[src/rtl/mem_reg_sb.sv]
// ---------------------------------------------------------------------------
// mem_reg_sb: register file with a pending-producer scoreboard for the
// pipelined RiSC-16 core.
//
// Ports:
//   i_clk, i_rst       clock (posedge) and asynchronous active-high reset
//   i_src              p_READ_PORTS packed read addresses
//   o_src_data         p_READ_PORTS packed read data (combinational)
//   o_src_busy         per read port: source pending and not bypassed
//   i_wr0_*            write port 0 (ALU writeback)
//   i_wr1_*            write port 1 (load writeback), wins over port 0
//   i_iss_en/_tgt      mark a register pending at the next posedge
//   o_pending          scoreboard vector, bit 0 always 0
//
// r0 reads as zero, is never pending and ignores writes. Addresses at or
// above p_REG_FILE_SIZE behave like r0.
// ---------------------------------------------------------------------------
module mem_reg_sb #(
    parameter int unsigned p_WORD_LEN      = 16,
    parameter int unsigned p_REG_ADDR_LEN  = 3,
    parameter int unsigned p_REG_FILE_SIZE = 8,
    parameter int unsigned p_READ_PORTS    = 2,
    parameter int unsigned p_BYPASS        = 1
) (
    input  logic                                   i_clk,
    input  logic                                   i_rst,
    input  logic [p_READ_PORTS*p_REG_ADDR_LEN-1:0] i_src,
    output logic [p_READ_PORTS*p_WORD_LEN-1:0]     o_src_data,
    output logic [p_READ_PORTS-1:0]                o_src_busy,
    input  logic                                   i_wr0_en,
    input  logic [p_REG_ADDR_LEN-1:0]              i_wr0_tgt,
    input  logic [p_WORD_LEN-1:0]                  i_wr0_data,
    input  logic                                   i_wr1_en,
    input  logic [p_REG_ADDR_LEN-1:0]              i_wr1_tgt,
    input  logic [p_WORD_LEN-1:0]                  i_wr1_data,
    input  logic                                   i_iss_en,
    input  logic [p_REG_ADDR_LEN-1:0]              i_iss_tgt,
    output logic [p_REG_FILE_SIZE-1:0]             o_pending
);

    logic [p_WORD_LEN-1:0]      regs_q [p_REG_FILE_SIZE];
    logic [p_REG_FILE_SIZE-1:0] pending_q;

    // One-hot decodes of each port's target; bit 0 is never set, so r0 and
    // out-of-range targets fall out naturally. Reset masks all of them so
    // that the bypass path also shows the cleared state during reset.
    logic [p_REG_FILE_SIZE-1:0] wr0_hit;
    logic [p_REG_FILE_SIZE-1:0] wr1_hit;
    logic [p_REG_FILE_SIZE-1:0] iss_hit;

    always_comb begin
        wr0_hit = '0;
        wr1_hit = '0;
        iss_hit = '0;
        for (int r = 1; r < int'(p_REG_FILE_SIZE); r++) begin
            wr0_hit[r] = ~i_rst & i_wr0_en & (i_wr0_tgt == p_REG_ADDR_LEN'(r));
            wr1_hit[r] = ~i_rst & i_wr1_en & (i_wr1_tgt == p_REG_ADDR_LEN'(r));
            iss_hit[r] = ~i_rst & i_iss_en & (i_iss_tgt == p_REG_ADDR_LEN'(r));
        end
    end

    always_ff @(posedge i_clk or posedge i_rst) begin
        if (i_rst) begin
            for (int r = 0; r < int'(p_REG_FILE_SIZE); r++) begin
                regs_q[r] <= '0;
            end
            pending_q <= '0;
        end else begin
            for (int r = 1; r < int'(p_REG_FILE_SIZE); r++) begin
                if (wr1_hit[r]) begin
                    regs_q[r] <= i_wr1_data;
                end else if (wr0_hit[r]) begin
                    regs_q[r] <= i_wr0_data;
                end

                // A new issue supersedes the producer retiring this cycle.
                if (iss_hit[r]) begin
                    pending_q[r] <= 1'b1;
                end else if (wr0_hit[r] | wr1_hit[r]) begin
                    pending_q[r] <= 1'b0;
                end
            end
            pending_q[0] <= 1'b0;
        end
    end

    assign o_pending = pending_q;

    // Reads: address decode by comparison so that out-of-range addresses
    // never index the array and simply return zero.
    always_comb begin
        o_src_data = '0;
        o_src_busy = '0;
        for (int k = 0; k < int'(p_READ_PORTS); k++) begin
            for (int r = 1; r < int'(p_REG_FILE_SIZE); r++) begin
                if (i_src[k*p_REG_ADDR_LEN +: p_REG_ADDR_LEN] == p_REG_ADDR_LEN'(r)) begin
                    if ((p_BYPASS != 0) && (wr0_hit[r] | wr1_hit[r])) begin
                        o_src_data[k*p_WORD_LEN +: p_WORD_LEN] =
                            wr1_hit[r] ? i_wr1_data : i_wr0_data;
                        o_src_busy[k] = 1'b0;
                    end else begin
                        o_src_data[k*p_WORD_LEN +: p_WORD_LEN] = regs_q[r];
                        o_src_busy[k] = pending_q[r];
                    end
                end
            end
        end
    end

endmodule

[config.mk]
export PLATFORM = sky130hd
export DESIGN_NAME = mem_reg_sb
export DESIGN_NICKNAME = d
export VERILOG_FILES = /design/src/rtl/mem_reg_sb.sv
export SDC_FILE = /design/constraint.sdc
export NUM_CORES = 1
export LEC_CHECK = 0
export BUFFER_PORTS_ARGS = -buffer_cell sky130_fd_sc_hd__clkbuf_2
export CORE_AREA = 4 4 123 125
export DETAILED_ROUTE_END_ITERATION = 10
export DIE_AREA = 0 0 127 129
export MAX_ROUTING_LAYER = met4
export PLACE_DENSITY = 0.78
export RECOVER_POWER = 100
export SYNTH_ARGS = -nofsm -noshare
export SYNTH_HDL_FRONTEND = slang
export SYNTH_SLANG_ARGS = --single-unit
[constraint.sdc]
create_clock -name i_clk -period 19.97 [get_ports i_clk]
set_input_delay 3.994 -clock i_clk [delete_from_list [all_inputs] [get_ports i_clk]]
set_output_delay 3.994 -clock i_clk [all_outputs]
set_load 0.005 [all_outputs]
==> out/results.txt <==
Status - finished, violations left
Failing checks - max-capacitance violations, max-slew violations
RR Startpoint - regs_q[39]$_DFFE_PP0N_
H-tree Lvls - 4
Total Routing Usage GR - 0.353
Final Cell Area - 8570 sq um
Post-synth EDFFs - 0
Drt total wl - 27900 um
Final ANT Viol Nets - 0
PD cells - 96.1 nW/um^2
CTS tree - yes
RePlAce Congestion - 0.978
Pin count of the biggest net entering global routing - 63
DR WL/cell - 24.6 um
Max-slew violation count - 270
Postcts setup bufs - 0
1st-pass router iterations - 6
Slew headroom - -1.23
Fmax - 69.8 MHz
DP Area - 8220 sq um
Area of the die - 16400 sq um
CP max-delay cell - clkinvlp_2
Grt ovf - 0
Mapped Nets - 958
Post-synthesis sequential area ratio - 0.379
Yosys top cell area share - 0.379
Chip width - 127 um
CP Launch Point - i_rst
Ranking of synthesized cells by area - dfrtp_1 38%, mux2i_1 7.6%, nand2_1 5.3%, a22oi_1 4.0%, o21ai_0 3.4%
Crit path max-delay family - buffers and inverters
Final std cells w/o fill - 1135
Clk slew on worst S/H paths - 0.05 ns
Startpoint Class - primary input
Crit-path cells - clkbuf_1, clkinvlp_2, nand3_1, a31oi_1, a2111oi_0, o22ai_1, clkbuf_2
Critical Path RT - 15.98 ns
Max-Cap Viols - 7
Top-count cell post-synth - dfrtp_1
PostCTS Resize Cnt - 0
Initial antenna violation count - 0
Initial core utilization - 0.566
IR drop worst, VDD - 0.0614 mV
CTS max path bufs - 2
Nets@finish - 997
Worst path arrival time - 10.33 ns
# diodes - 0
Syn avg cell area - 8.68 sq um
Simple-Gate Fraction of Synth Area - 0.203
Primary FF master, synth - dfrtp_1
Die H - 129 um
Root Buffer - clkbuf_16
First-pass GRT wire length - 43200 um
# rows - 43
Syn. warnings - 0
Crit path buf inv count - 3
XOR/XNOR Fraction of Synth Area - 0
Worst Setup Path Type - primary input to output port
Share of cells above drive strength 1 - 0.127
Final period util - 0.717
Final setup TNS - 0 ns
Routed vias/inst - 7.11
Area of the core region - 13900 sq um
DR iter-0 viols - 1430
Number of synthesized register bits - 119
Placed Cells incl. Taps - 1106
Clk sinks - 119
Top cell type by total area after synthesis - dfrtp_1
Leak pwr - 3.63 nW
Vias - 8067
Synth unique cells - 62
Adder-Cell Fraction of Synth Area - 0
Synth Area in Compound Gates - 0.271
Slowest stage delay, CP - 2.43 ns
CP Capture Type - output port
Port Buffers - 92
Final hold violation count - 0
Io pins - 94
RSZ-0062 raised after global routing - false
Min-Delay Startpoint - regs_q[99]$_DFFE_PP0N_
Synth Cell Area - 7860 sq um
Vias in the first global route - 7550
Top cells by count, synth - 119 x dfrtp_1, 112 x nand2_1, 70 x nor2_1, 60 x mux2i_1, 54 x o21ai_0
Class of the worst hold path - flip-flop to flip-flop
Final min period - 14.32 ns
TritonCTS buffer count - 17
Post-synthesis mux area share - 0.0878
Worst-Skew Late Latency - 0.42 ns
Syn Inst Count - 906
Largest family of logic cells by synthesized area - compound AO/OA/AOI/OAI gates
FFs w/ async S/R, synth - 1.00
Final setup viols - 0
Crit Path Max Fanout - 61
Least-Margin Pin Slew - 3.34 ns
Cts hold-fix bufs - 0
P&R area growth vs syn - 9.04%
Post-DP HPWL - 18000 um
DRC - 0
Clk_skew - 0 ns
through the flow:
step	total power [mW]	utilization	hold WS, ns	setup slack (ns)
CTS	0.823	0.628	0.568	9.06
detailed placement	0.557	0.592	0.557	9.08
floorplan	0.479	-	0.531	7.74
global route	0.861	0.618	0.592	4.87
finish	0.824	0.618	0.571	5.65
global placement	0.551	0.592	0.554	9.05
logic make-up after synthesis:
| kind of cell | count (synthesis) |
|---|---|
| AOI/OAI and AO/OA | 293 |
| buffers and inverters | 97 |
| DFF | 119 |
| muxes | 66 |
| other | 1 |
| and+or+nand+nor | 330 |
worst reg2reg max path, delay by kind of cell, from the launching register on:
| family | cells | cell delay, ns |
|---|---|---|
| DFF | 1 | 0.37 |
| AOI/OAI and AO/OA | 3 | 0.51 |
| buffers and inverters | 1 | 0.10 |
routing by layer:
metal / track usage / share of wire / vias up
met1: 0.483 / 0.39 / 3805
li1: - / - / 3449
met4: 0.140 / 0.040 / 0
met2: 0.495 / 0.42 / 686
met5: - / 0 / -
met3: 0.0992 / 0.15 / 127
worst paths after layout:
kind	endpoint	slack, ns	cells after the start
min	regs_q[99]$_DFFE_PP0N_	0.57	2
min reg2reg	regs_q[99]$_DFFE_PP0N_	0.57	2
min in group asynchronous	regs_q[97]$_DFFE_PP0N_	4.76	2
max	o_src_data[13]	5.65	7
max reg2reg	regs_q[39]$_DFFE_PP0N_	18.86	4
max in group asynchronous	regs_q[2]$_DFFE_PP0N_	11.14	3
area by class of cell:
type,count,area (sq um)
clock buffers,25,475
clock inverters,4,23.8
fillers,1228,5310
inverters,16,61.3
multi-input cells,690,4320
flip-flops and latches,119,2980
well taps,180,225
repair buffers,101,487
layout by cell type, fill, tap and decap left out, types with 8 or more instances in the layout:
master	n
and2_0	8
nand3b_1	8
a22oi_1	42
o31a_1	10
a222oi_1	19
inv_1	15
clkbuf_2	68
nor2_1	71
o211ai_1	10
clkbuf_1	33
nand2_1	112
o22ai_1	11
o21ai_0	61
a21oi_1	43
a2111o_1	8
nand3_1	54
clkbuf_16	17
nor3_1	22
dfrtp_1	119
mux2i_1	60
a2bb2oi_1	10
a31oi_1	43
where the power goes:
| part | leakage, nW | internal [mW] | switching (mW) |
|---|---|---|---|
| registers | 1.43 | 0.301 | 0.0169 |
| logic | 1.96 | 0.0873 | 0.151 |
| clock network | 0.247 | 0.162 | 0.106 |
| total | 3.63 | 0.550 | 0.274 |
flip-flops by register name, indices dropped and copies added, names as in the netlist:
signal / cells
o_pending: 7
regs_q: 112
(Power assumes the default switching activity.)
